### src/rtl/counter_defs_pkg.sv
// Shared constants for the up/down counter family, plus the elaboration-time
// width sanity check used by every counter instance.
package counter_defs;
    localparam int CNT_WRAP = 0;
    localparam int CNT_SAT  = 1;
endpackage

`ifndef COUNTER_DEFS_WIDTH_CHECK
`define COUNTER_DEFS_WIDTH_CHECK
`define CNT_WIDTH_CHECK(W, M) \
    if ((W) < 2 || ((64'(M)) >> (W)) != 0) begin : g_width_check \
        $error("counter: WIDTH must be >= 2 and MAX_VAL < 2**WIDTH"); \
    end
`endif

### src/rtl/param_updown_counter_adder.sv
// Ripple-carry adder built from a chain of one-bit full-adder cells.
module full_adder (
    input  logic a,
    input  logic b,
    input  logic ci,
    output logic s,
    output logic co
);
    assign s  = a ^ b ^ ci;
    assign co = (a & b) | (ci & (a ^ b));
endmodule

module ripple_carry_adder #(
    parameter int WIDTH = 8
) (
    input  logic [WIDTH-1:0] A,
    input  logic [WIDTH-1:0] B,
    input  logic             CIN,
    output logic [WIDTH-1:0] S,
    output logic             COUT
);
    logic [WIDTH:0] c;

    assign c[0] = CIN;

    for (genvar i = 0; i < WIDTH; i++) begin : g_cell
        full_adder u_fa (
            .a (A[i]),
            .b (B[i]),
            .ci(c[i]),
            .s (S[i]),
            .co(c[i+1])
        );
    end

    assign COUT = c[WIDTH];
endmodule

### src/rtl/param_updown_counter.sv
// Up/down counter with programmable step, load and modulus; wraps or
// saturates at the boundary and flags boundary events on tc/ovf.
module param_updown_counter
    import counter_defs::*;
#(
    parameter int               WIDTH    = 32,
    parameter logic [WIDTH-1:0] MAX_VAL  = {WIDTH{1'b1}},
    parameter int               SATURATE = CNT_WRAP
) (
    input  logic             clk,
    input  logic             rst,
    input  logic             en,
    input  logic             up,
    input  logic [WIDTH-1:0] step,
    input  logic             load,
    input  logic [WIDTH-1:0] load_val,
    input  logic             clr_ovf,
    output logic [WIDTH-1:0] count,
    output logic             tc,
    output logic             ovf
);
    localparam int           W1   = WIDTH + 1;
    localparam logic [W1-1:0] MAXX = {1'b0, MAX_VAL};
    localparam logic [W1-1:0] MODX = MAXX + W1'(1);

    `CNT_WIDTH_CHECK(WIDTH, MAX_VAL)

    logic [WIDTH-1:0] s_cl, ld_cl, nxt;
    logic [W1-1:0]    add_b, sum1, corr_b, sum2;
    logic             co1, co2, evt;
    logic             unused_sum2_hi;

    assign s_cl  = (step > MAX_VAL) ? MAX_VAL : step;
    assign ld_cl = (load_val > MAX_VAL) ? MAX_VAL : load_val;

    // Down counting is count + ~s + 1; carry out low means a borrow.
    assign add_b = up ? {1'b0, s_cl} : ~{1'b0, s_cl};

    ripple_carry_adder #(.WIDTH(W1)) u_step (
        .A   ({1'b0, count}),
        .B   (add_b),
        .CIN (~up),
        .S   (sum1),
        .COUT(co1)
    );

    // Modulus correction: subtract on up-wrap, add back on down-borrow.
    // When counting up, its carry out is exactly the sum >= MODX test.
    assign corr_b = up ? ~MODX : MODX;

    ripple_carry_adder #(.WIDTH(W1)) u_wrap (
        .A   (sum1),
        .B   (corr_b),
        .CIN (up),
        .S   (sum2),
        .COUT(co2)
    );

    assign unused_sum2_hi = sum2[WIDTH];

    always_comb begin
        nxt = count;
        evt = 1'b0;
        if (s_cl == '0) begin
            nxt = count;
        end else if (SATURATE == CNT_SAT) begin
            if (up) begin
                if (sum1 >= MAXX) begin
                    nxt = MAX_VAL;
                    evt = (count != MAX_VAL);
                end else begin
                    nxt = sum1[WIDTH-1:0];
                end
            end else if (!co1 || sum1[WIDTH-1:0] == '0) begin
                nxt = '0;
                evt = (count != '0);
            end else begin
                nxt = sum1[WIDTH-1:0];
            end
        end else if (up ? co2 : !co1) begin
            nxt = sum2[WIDTH-1:0];
            evt = 1'b1;
        end else begin
            nxt = sum1[WIDTH-1:0];
        end
    end

    always_ff @(posedge clk) begin
        if (rst) begin
            count <= '0;
            tc    <= 1'b0;
            ovf   <= 1'b0;
        end else if (load) begin
            count <= ld_cl;
            tc    <= 1'b0;
            ovf   <= ovf & ~clr_ovf;
        end else if (en) begin
            count <= nxt;
            tc    <= evt;
            ovf   <= evt | (ovf & ~clr_ovf);
        end else begin
            tc    <= 1'b0;
            ovf   <= ovf & ~clr_ovf;
        end
    end
endmodule

### config.mk
export PLATFORM = sky130hd
export DESIGN_NAME = param_updown_counter
export DESIGN_NICKNAME = d
export VERILOG_FILES = /design/src/rtl/counter_defs_pkg.sv /design/src/rtl/param_updown_counter_adder.sv /design/src/rtl/param_updown_counter.sv
export SDC_FILE = /design/constraint.sdc
export NUM_CORES = 1
export LEC_CHECK = 0
export ABC_AREA = 1
export ABC_CLOCK_PERIOD_IN_PS = 18000
export CAP_MARGIN = 20
export CELL_PAD_IN_SITES_DETAIL_PLACEMENT = 0
export CELL_PAD_IN_SITES_GLOBAL_PLACEMENT = 2
export CORE_MARGIN = 3
export CORE_UTILIZATION = 26
export CTS_CLUSTER_DIAMETER = 80
export DETAILED_ROUTE_END_ITERATION = 16
export GPL_TIMING_DRIVEN = 0
export HOLD_SLACK_MARGIN = 0.06
export PLACE_DENSITY_LB_ADDON = 0.1
export SYNTH_ARGS = -nofsm -noshare
export SYNTH_HDL_FRONTEND = slang
export SYNTH_SLANG_ARGS = --single-unit
### constraint.sdc
create_clock -name clk -period 18 [get_ports clk]
set_clock_uncertainty 0.2 [all_clocks]
set_input_delay 3.6 -clock clk [delete_from_list [all_inputs] [get_ports clk]]
set_output_delay 3.6 -clock clk [all_outputs]
set_load 0.005 [all_outputs]
# --- After elaboration in Yosys (flattened, before gate mapping) ---
# Cells that the tools add are included.
op_classes:
  n_lt_le_gt_ge: 2
  eq_ne: 1
  n_mux: 13
  n_bitwise: 332
  n_reduce_logical: 5
ops:
  columns: ["cell", "count"]
  rows:
  - ["$mux W32", 6]
  - ["$and A1 B1 Y1", 132]
  - ["$xor A1 B1 Y1", 130]
  - ["$mux W33", 2]
  - ["$or A1 B1 Y1", 66]
  - ["$gt A32 B32 Y1 const B", 2]
  - ["$not A32 Y33", 1]
  - ["$logic_not A32 Y1", 1]
  - ["$mux W1", 5]
  - ["$not A1 Y1", 3]
  - ["$reduce_or A3 Y1", 1]
  - ["$ne A2 B2 Y1 const B", 1]
  - ["$reduce_and A2 Y1", 1]
  - ["$reduce_bool A2 Y1", 1]
  - ["$logic_not A1 Y1", 1]
totals:
  register_bits: 34
  input_bits: 70
  output_inout_bits: 34

# --- Depth between registers and ports, before layout ---
# Gate-level depths: netlist of the first run.
logic_depth:
  depth_word: 79
  depth_mapped: 47
  depth_no_buf: 44

# --- Modules after synthesis ---
# A second synthesis of the first run with hierarchy kept.
unflattened:
  hier_cells: 469
  area_unflattened_um2: 3890.0
modules_own_cells:
  columns: ["mod", "n_inst", "cells_per_inst", "area_each_um2"]
  rows:
  - ["param_updown_counter", 1, 403, 2568.7]
  - ["full_adder", 66, 1, 20.0]

# --- Worst setup path before layout of the first run ---
# No wires, ideal clock.
synth_timing:
  path_kind: "input to register"
  startpoint: "input up"
  endpoint: "register count[30]"
  setup_time_ns: 0.115
  arrival_time_ns: 17.059
  setup_slack_ns: 0.626
  path_stages: 47
  cell_sequence: "buf_6 -> buf_2 -> xnor2_1 -> fa_1 -> fa_1 -> fa_1 -> fa_1 -> fa_1 -> fa_1 -> fa_1 -> fa_1 -> fa_1 -> fa_1 -> fa_1 -> fa_1 -> fa_1 -> fa_1 -> fa_1 -> [11 not listed] -> fa_1 -> fa_1 -> inv_1 -> fa_1 -> inv_1 -> fa_1 -> fa_1 -> fa_1 -> nand3_2 -> nand2_2 -> buf_6 -> buf_6 -> nand2_1 -> nand3_1 -> o21ai_1 -> nand3_1 -> nand2_1 -> nor2_1"
synth_via:
  elab_chain_len: 75
synth_rtl:
  columns: ["element", "line_no", "source"]
  rows:
  - ["start, declared", "param_updown_counter.sv:13", "input logic up,"]
  - ["$mux W33", "param_updown_counter.sv:37", "assign add_b = up ? {1'b0, s_cl} : ~{1'b0, s_cl};"]
  - ["$xor A1 B1 Y1", "param_updown_counter_adder.sv:9, param_updown_counter_adder.sv:10", null]
  - ["$xor A1 B1 Y1 or $and A1 B1 Y1 (tied branches)", "param_updown_counter_adder.sv:9, param_updown_counter_adder.sv:10", null]
  - ["$xor A1 B1 Y1 or $or A1 B1 Y1 (tied branches)", "param_updown_counter_adder.sv:10", "assign co = (a & b) | (ci & (a ^ b));"]
  - ["$and A1 B1 Y1 or $xor A1 B1 Y1 (tied branches)", "param_updown_counter_adder.sv:10, param_updown_counter_adder.sv:9", null]
  - ["$or A1 B1 Y1 or $xor A1 B1 Y1 (tied branches)", "param_updown_counter_adder.sv:10", null]
  - ["$and A1 B1 Y1 or $xor A1 B1 Y1 (tied branches)", "param_updown_counter_adder.sv:10, param_updown_counter_adder.sv:9", null]
  - ["$or A1 B1 Y1 or $xor A1 B1 Y1 (tied branches)", "param_updown_counter_adder.sv:10", null]
  - ["[59 not listed]", null, null]
  - ["$or A1 B1 Y1 or $xor A1 B1 Y1 (tied branches)", null, null]
  - ["$and A1 B1 Y1", "param_updown_counter_adder.sv:10", null]
  - ["$or A1 B1 Y1", "param_updown_counter_adder.sv:10", null]
  - ["$mux W1", "param_updown_counter.sv:80", "end else if (up ? co2 : !co1) begin"]
  - ["$mux W32 (*)", "param_updown_counter.sv:80", null]
  - ["$mux W32 (*)", "param_updown_counter.sv:64", "if (s_cl == '0) begin"]
  - ["$mux W32 (*)", "param_updown_counter.sv:97", "end else if (en) begin"]
  - ["$mux W32 (*)", "param_updown_counter.sv:93", "end else if (load) begin"]
  - ["end signal, assigned", "param_updown_counter.sv:94", "count <= ld_cl;"]
  - ["end signal, assigned", "param_updown_counter.sv:98", "count <= nxt;"]
  - ["end, declared", "param_updown_counter.sv:18", "output logic [WIDTH-1:0] count,"]
# Mark *: on every way between the ends. The rest lies on a longest branch, timed or not. The select of a mux whose other input is x is not followed.
# A chain may end at the register's enable or synchronous reset.

# --- Final worst setup path of the first run ---
layout_timing:
  startpoint: "input step[0]"
  endpoint: "register count[27]"
layout_via:
  elab_chain_len: 78
layout_rtl:
  columns: ["element", "line_no", "source"]
  rows:
  - ["start, declared", "param_updown_counter.sv:14", "input logic [WIDTH-1:0] step,"]
  - ["$gt A32 B32 Y1", "param_updown_counter.sv:33", "assign s_cl = (step > MAX_VAL) ? MAX_VAL : step;"]
  - ["$mux W32 (*)", "param_updown_counter.sv:33", null]
  - ["$not A32 Y33", "param_updown_counter.sv:37", null]
  - ["$mux W33", "param_updown_counter.sv:37", null]
  - ["$xor A1 B1 Y1", "param_updown_counter_adder.sv:9, param_updown_counter_adder.sv:10", null]
  - ["$xor A1 B1 Y1 or $and A1 B1 Y1 (tied branches)", "param_updown_counter_adder.sv:9, param_updown_counter_adder.sv:10", null]
  - ["$xor A1 B1 Y1 or $or A1 B1 Y1 (tied branches)", "param_updown_counter_adder.sv:10", null]
  - ["$and A1 B1 Y1 or $xor A1 B1 Y1 (tied branches)", "param_updown_counter_adder.sv:10, param_updown_counter_adder.sv:9", null]
  - ["[62 not listed]", null, null]
  - ["$or A1 B1 Y1 or $xor A1 B1 Y1 (tied branches)", null, null]
  - ["$and A1 B1 Y1", "param_updown_counter_adder.sv:10", null]
  - ["$or A1 B1 Y1", "param_updown_counter_adder.sv:10", null]
  - ["$mux W1", "param_updown_counter.sv:80", null]
  - ["$mux W32", "param_updown_counter.sv:80", null]
  - ["$mux W32", "param_updown_counter.sv:64", null]
  - ["$mux W32", "param_updown_counter.sv:97", null]
  - ["$mux W32", "param_updown_counter.sv:93", null]
# Marked as above.

==> impl_metrics.tcl, run 1 <==
set metrics [dict create \
    crit_required_ps 17980 \
    drc 0 \
    via_per_inst 4.28 \
    fin_crit_sh_pct 97.0 \
    root_buffer "clkbuf_16" \
    clkTransAtPathRegs_ps 60 \
    slew_headroom_pct 39.9 \
    synth-seq-cells 34 \
    synthCells 543 \
    worst_slew_pin_slew_ps 900 \
    initialDrtViolationCount 195 \
    numCtsBuffers 5 \
    htree_levels 2 \
    grt_max_degree 26 \
    clockBufferDepth 2 \
    cts_hold_buf 0 \
    post_synth.cell_area_avg_sq_um 7.69 \
    io_buffers 102 \
    powerDensity_nw_per_um2 96.1 \
    clock.fmax_ghz 0.0573 \
    first_global_vias 3852 \
    outcome "complete, no violations" \
    dieArea_sq_um 17600 \
    yosysWarnings 0 \
    place.gp.congestion 0.778 \
    hold_violations 0 \
    core_area_sq_um 15500 \
    cp-end-kind "flop" \
    vias 3702 \
    cts_setup_buffers 0 \
    cp_common_cell "fa_1" \
    yosysSeqAreaShare_pct 16.3 \
    boundaryPins 104 \
    insertion_delay_ps 300 \
    grt_usage_pct 15.5 \
    die-height_microns 133 \
    p_leak_uw 0.00251 \
    cp.arrival_ps 17450 \
    drv_cap 0 \
    ir_drop_uv 41.2 \
    dp_hpwl_microns 10200 \
    num-nets-final 781 \
    rows 45 \
    firstDrtPassIters 4 \
    grt_pass1_wl_microns 21300 \
    fin_ws_ps 535 \
    fp.dieW_microns 133 \
    total_power_uw 545 \
    crit_path_top_delay_cell "fa_1" \
    antenna_found_initial 0 \
    drt-total-wl_microns 13000 \
    diodes 0 \
    ant_nets 0 \
    min_period_ps 17470 \
    crit_path_max_fanout 10 \
    setup_viol 0 \
    avgRoutedWirePerCell_microns 15.1 \
    cts_tree "done" \
    max_stage_delay_ps 460 \
    grt_setup_unrepaired "false" \
    drive_above_1_share_pct 14.1 \
    syn_to_final_growth_pct 35.7 \
    dp_slack_ps -1140 \
    start_util_pct 27.0 \
    worstSetupStartpointType "input pin" \
    cts.sink_count 34 \
    synth_area_sq_um 4180 \
    overflow 0 \
    maxSlewViolCount 0 \
    syn_nets 672 \
    hold_class "flop to flop" \
    post_dp_cell_area_sq_um 5460 \
    crit_type "input pin to flop" \
    finalInstanceArea_sq_um 5670 \
    synth.distinct_cells 22 \
]
==> path summary, 6_finish.rpt <==
| kind | from | end | slack, ps | cells after the start |
|---|---|---|---|---|
| worst max-delay path | step[0] | count[27] | 530 | 47 |
| worst min-delay path | ovf | ovf | 290 | 2 |
| worst min register to register | ovf | ovf | 290 | 2 |
| worst max register to register | count[0] | count[27] | 3990 | 46 |
==> flip-flops by register name (all words and copies together) (netlist names) <==
register,flops
count,32
tc,1
ovf,1
==> cell usage after synthesis <==
cell / n / area [sq um]
a21oi_1: 32 / 160
buf_2: 11 / 55.1
buf_4: 38 / 285
buf_6: 11 / 124
clkbuf_1: 8 / 30.0
dfxtp_1: 34 / 681
fa_1: 59 / 1180
inv_1: 61 / 229
inv_2: 1 / 3.75
inv_4: 1 / 6.26
mux2i_1: 3 / 30.0
nand2_1: 72 / 270
nand2_2: 3 / 18.8
nand3_1: 90 / 450
nand3_2: 1 / 10.0
nor2_1: 53 / 199
o21ai_0: 12 / 60.1
o21ai_1: 20 / 100
o22ai_1: 1 / 6.26
or2_2: 1 / 6.26
xnor2_1: 29 / 254
xor2_1: 2 / 17.5
==> area by class of cell <==
class / instances / area [sq um]
timing repair buffer: 102 / 1020
inverter: 63 / 239
buffer: 68 / 515
clock inverter: 1 / 5.00
tap: 211 / 264
fill: 1630 / 9810
clock buffer: 7 / 143
sequential: 34 / 681
multi-input combinational: 378 / 2800
==> report_power, final <==
group | switching [uW] | total (uW) | internal (uW)
Clock | 37.5 | 92.5 | 55.0
Sequential | 14.4 | 102 | 87.6
Combinational | 174 | 350 | 176
==> kinds of logic (layout without fill, tap and decap cells) <==
kind of cell             count (synthesis)  in the layout  share of synthesized area, %
multiplexers                             3              3                         0.719
flip-flops                              34             34                          16.3
adder cells (fa/ha/maj)                 59             59                          28.3
AND/OR/NAND/NOR                        220            220                          22.9
XOR/XNOR                                31             31                          6.50
AO/OA/AOI/OAI                           65             65                          7.82
buffers and inverters                  131            241                          17.6
==> layout by cell type (no fill, tap or decap) <==
cell	netlist	routed
buf_6	11	12
clkinv_2	0	1
clkbuf_1	8	9
nand2_1	72	72
o21ai_1	20	20
o22ai_1	1	1
o21ai_0	12	12
dfxtp_1	34	34
nand3_2	1	1
xnor2_1	29	29
buf_8	0	2
nand2_2	3	3
fa_2	0	16
or2_2	1	1
inv_1	61	60
buf_4	38	37
mux2i_1	3	3
xor2_1	2	2
inv_4	1	1
clkbuf_16	0	5
clkdlybuf4s50_1	0	101
a21oi_1	32	32
nand3_1	90	90
inv_2	1	2
clkbuf_8	0	1
buf_2	11	10
nor2_1	53	53
fa_1	59	43
==> repair_timing <==
item,4_1_cts,5_1_grt
resized for setup,14,14
hold endpoints to repair,0,0
setup endpoints to repair,30,30
pin swaps,0,0
==> per-layer routing <==
| metal | part of all wire [%] | global-route usage [%] | up-vias |
|---|---|---|---|
| li1 | - | - | 1887 |
| met1 | 51 | 22.7 | 1718 |
| met2 | 44 | 23.7 | 89 |
| met3 | 4.5 | 2.81 | 8 |
| met4 | 0.98 | 3.81 | 0 |
| met5 | 0 | 0 | - |
==> critical path, delay by kind of cell <==
kind	cells	cell delay, ps
and+or+nand+nor	8	630
AOI/OAI and AO/OA	2	240
adders and majority gates	32	12100
buffers and inverters	5	870
==> metrics by stage <==
stage               hold WS (ps)  std cells  setup TNS (ps)  utilization, %
finish                       295        864               0            36.6
detailed placement           280        856          -30680            35.3
CTS                          290        864               0            36.4
floorplan                    270        543               0               -
global route                 322        864               0            36.6
global placement             273        856          -31960            35.3
(Power assumes the default switching activity.)
==> run 2, diff against run 1 <==
CELL_PAD_IN_SITES_GLOBAL_PLACEMENT = 1   (was 2)
CORE_UTILIZATION = 33   (was 26)
MAX_ROUTING_LAYER = met4   (was default)
==> impl_metrics.tcl, run 2 (same netlist as run 1, synthesis figures left out) <==
set metrics [dict create \
    outcome "complete, no violations" \
    via_per_inst 4.56 \
    clkTransAtPathRegs_ps 60 \
    ir_drop_uv 36.4 \
    layout_commonest_cell "clkdlybuf4s50_1" \
    die-height_microns 119 \
    antenna_found_initial 0 \
    ant_nets 0 \
    cp.arrival_ps 17490 \
    cts_tree "done" \
    dieArea_sq_um 14000 \
    insertion_delay_ps 280 \
    overflow 0 \
    rows 40 \
    htree_levels 2 \
    crit_path_max_fanout 10 \
    fin_crit_sh_pct 97.3 \
    cp_common_cell "fa_1" \
    r2r_slack_ps 3950 \
    grt_setup_unrepaired "false" \
    clockBufferDepth 2 \
    crit_required_ps 17980 \
    hold_class "flop to flop" \
    crit_path_top_delay_cell "clkdlybuf4s50_1" \
    core_area_sq_um 12200 \
    slew_headroom_pct 41.0 \
    drv_cap 0 \
    cp-end-kind "flop" \
    avgRoutedWirePerCell_microns 14.5 \
    drive_above_1_share_pct 13.3 \
    grt_pass1_wl_microns 19500 \
    boundaryPins 104 \
    vias 3742 \
    cts_hold_buf 0 \
    crit_type "input pin to flop" \
    grt_max_degree 26 \
    clock.fmax_ghz 0.0571 \
    p_leak_uw 0.00250 \
    max_stage_delay_ps 450 \
    largest_reg_flops 32 \
    syn_to_final_growth_pct 33.9 \
    start_util_pct 34.2 \
    dp_hpwl_microns 9140 \
    dp_slack_ps -1130 \
    powerDensity_nw_per_um2 95.8 \
    hold_slack_ps 296 \
    drt-total-wl_microns 11900 \
    place.gp.congestion 0.831 \
    final_util_pct 45.8 \
    fp.dieW_microns 119 \
    io_buffers 102 \
    fin_ws_ps 489 \
    final_cell_mix "clkdlybuf4s50_1, nand3_1, nand2_1" \
    fillers 1307 \
    min_period_ps 17510 \
    setup_viol 0 \
    top_register "count" \
    reg_top3 "count: 32 flops, ovf: 1 flops, tc: 1 flops" \
    diodes 0 \
    cts.sink_count 34 \
    numCtsBuffers 5 \
    tns_ps 0 \
    drc 0 \
    hold_violations 0 \
    firstDrtPassIters 4 \
    worstSetupStartpointType "input pin" \
    root_buffer "clkbuf_16" \
    num-nets-final 781 \
    initialDrtViolationCount 181 \
    first_global_vias 3727 \
    worst_slew_pin_slew_ps 883 \
    grt_usage_pct 17.8 \
    maxSlewViolCount 0 \
]
## run 2: power breakdown
part           internal (uW)  switching (uW)  total, uW
registers               87.6            13.5        101
clock network           50.8            34.6       85.4
logic                    176             173        349
total                    314             221        536
## run 2: critical path: cells and delay by family
family          cells  cell delay (ps)
buf+inv             5              880
simple gates        8              650
compound gates      2              220
fa+ha+maj          32            12110
## run 2: final cells by class
type	count	area (sq um)	share of cell area, %
tap	168	210	3.76
clock buffer	7	133	2.37
sequential	34	681	12.2
inverter	63	239	4.27
timing repair buffer	102	1020	18.2
multi-input combinational	378	2800	50.0
buffer	68	515	9.22
## run 2: worst paths after layout
kind,start,to,depth (start not counted)
worst max-delay path,step[0],count[27],47
worst min-delay path,ovf,ovf,2
worst max register to register,count[0],count[27],46
worst min register to register,ovf,ovf,2
## run 2: timing repair
item | 4_1_cts | 5_1_grt
buffers inserted | 0 | 0
resized for setup | 13 | 12
endpoints found under the setup margin | 30 | 30
hold endpoints to repair | 0 | 0
## run 2: per-layer routing
layer  track usage (%)  wire length (microns)
met2              26.2                   5300
met3              2.54                    736
met1              26.0                   5730
met5                 -                      0
met4              3.98                    155
## run 2: stage by stage
stage	power, uW	cells	instance area, sq um
after detailed placement	449	813	5410
after floorplan	351	543	4180
after global routing	598	820	5590
after CTS	539	820	5560
after global placement	442	813	5410
final	536	820	5590
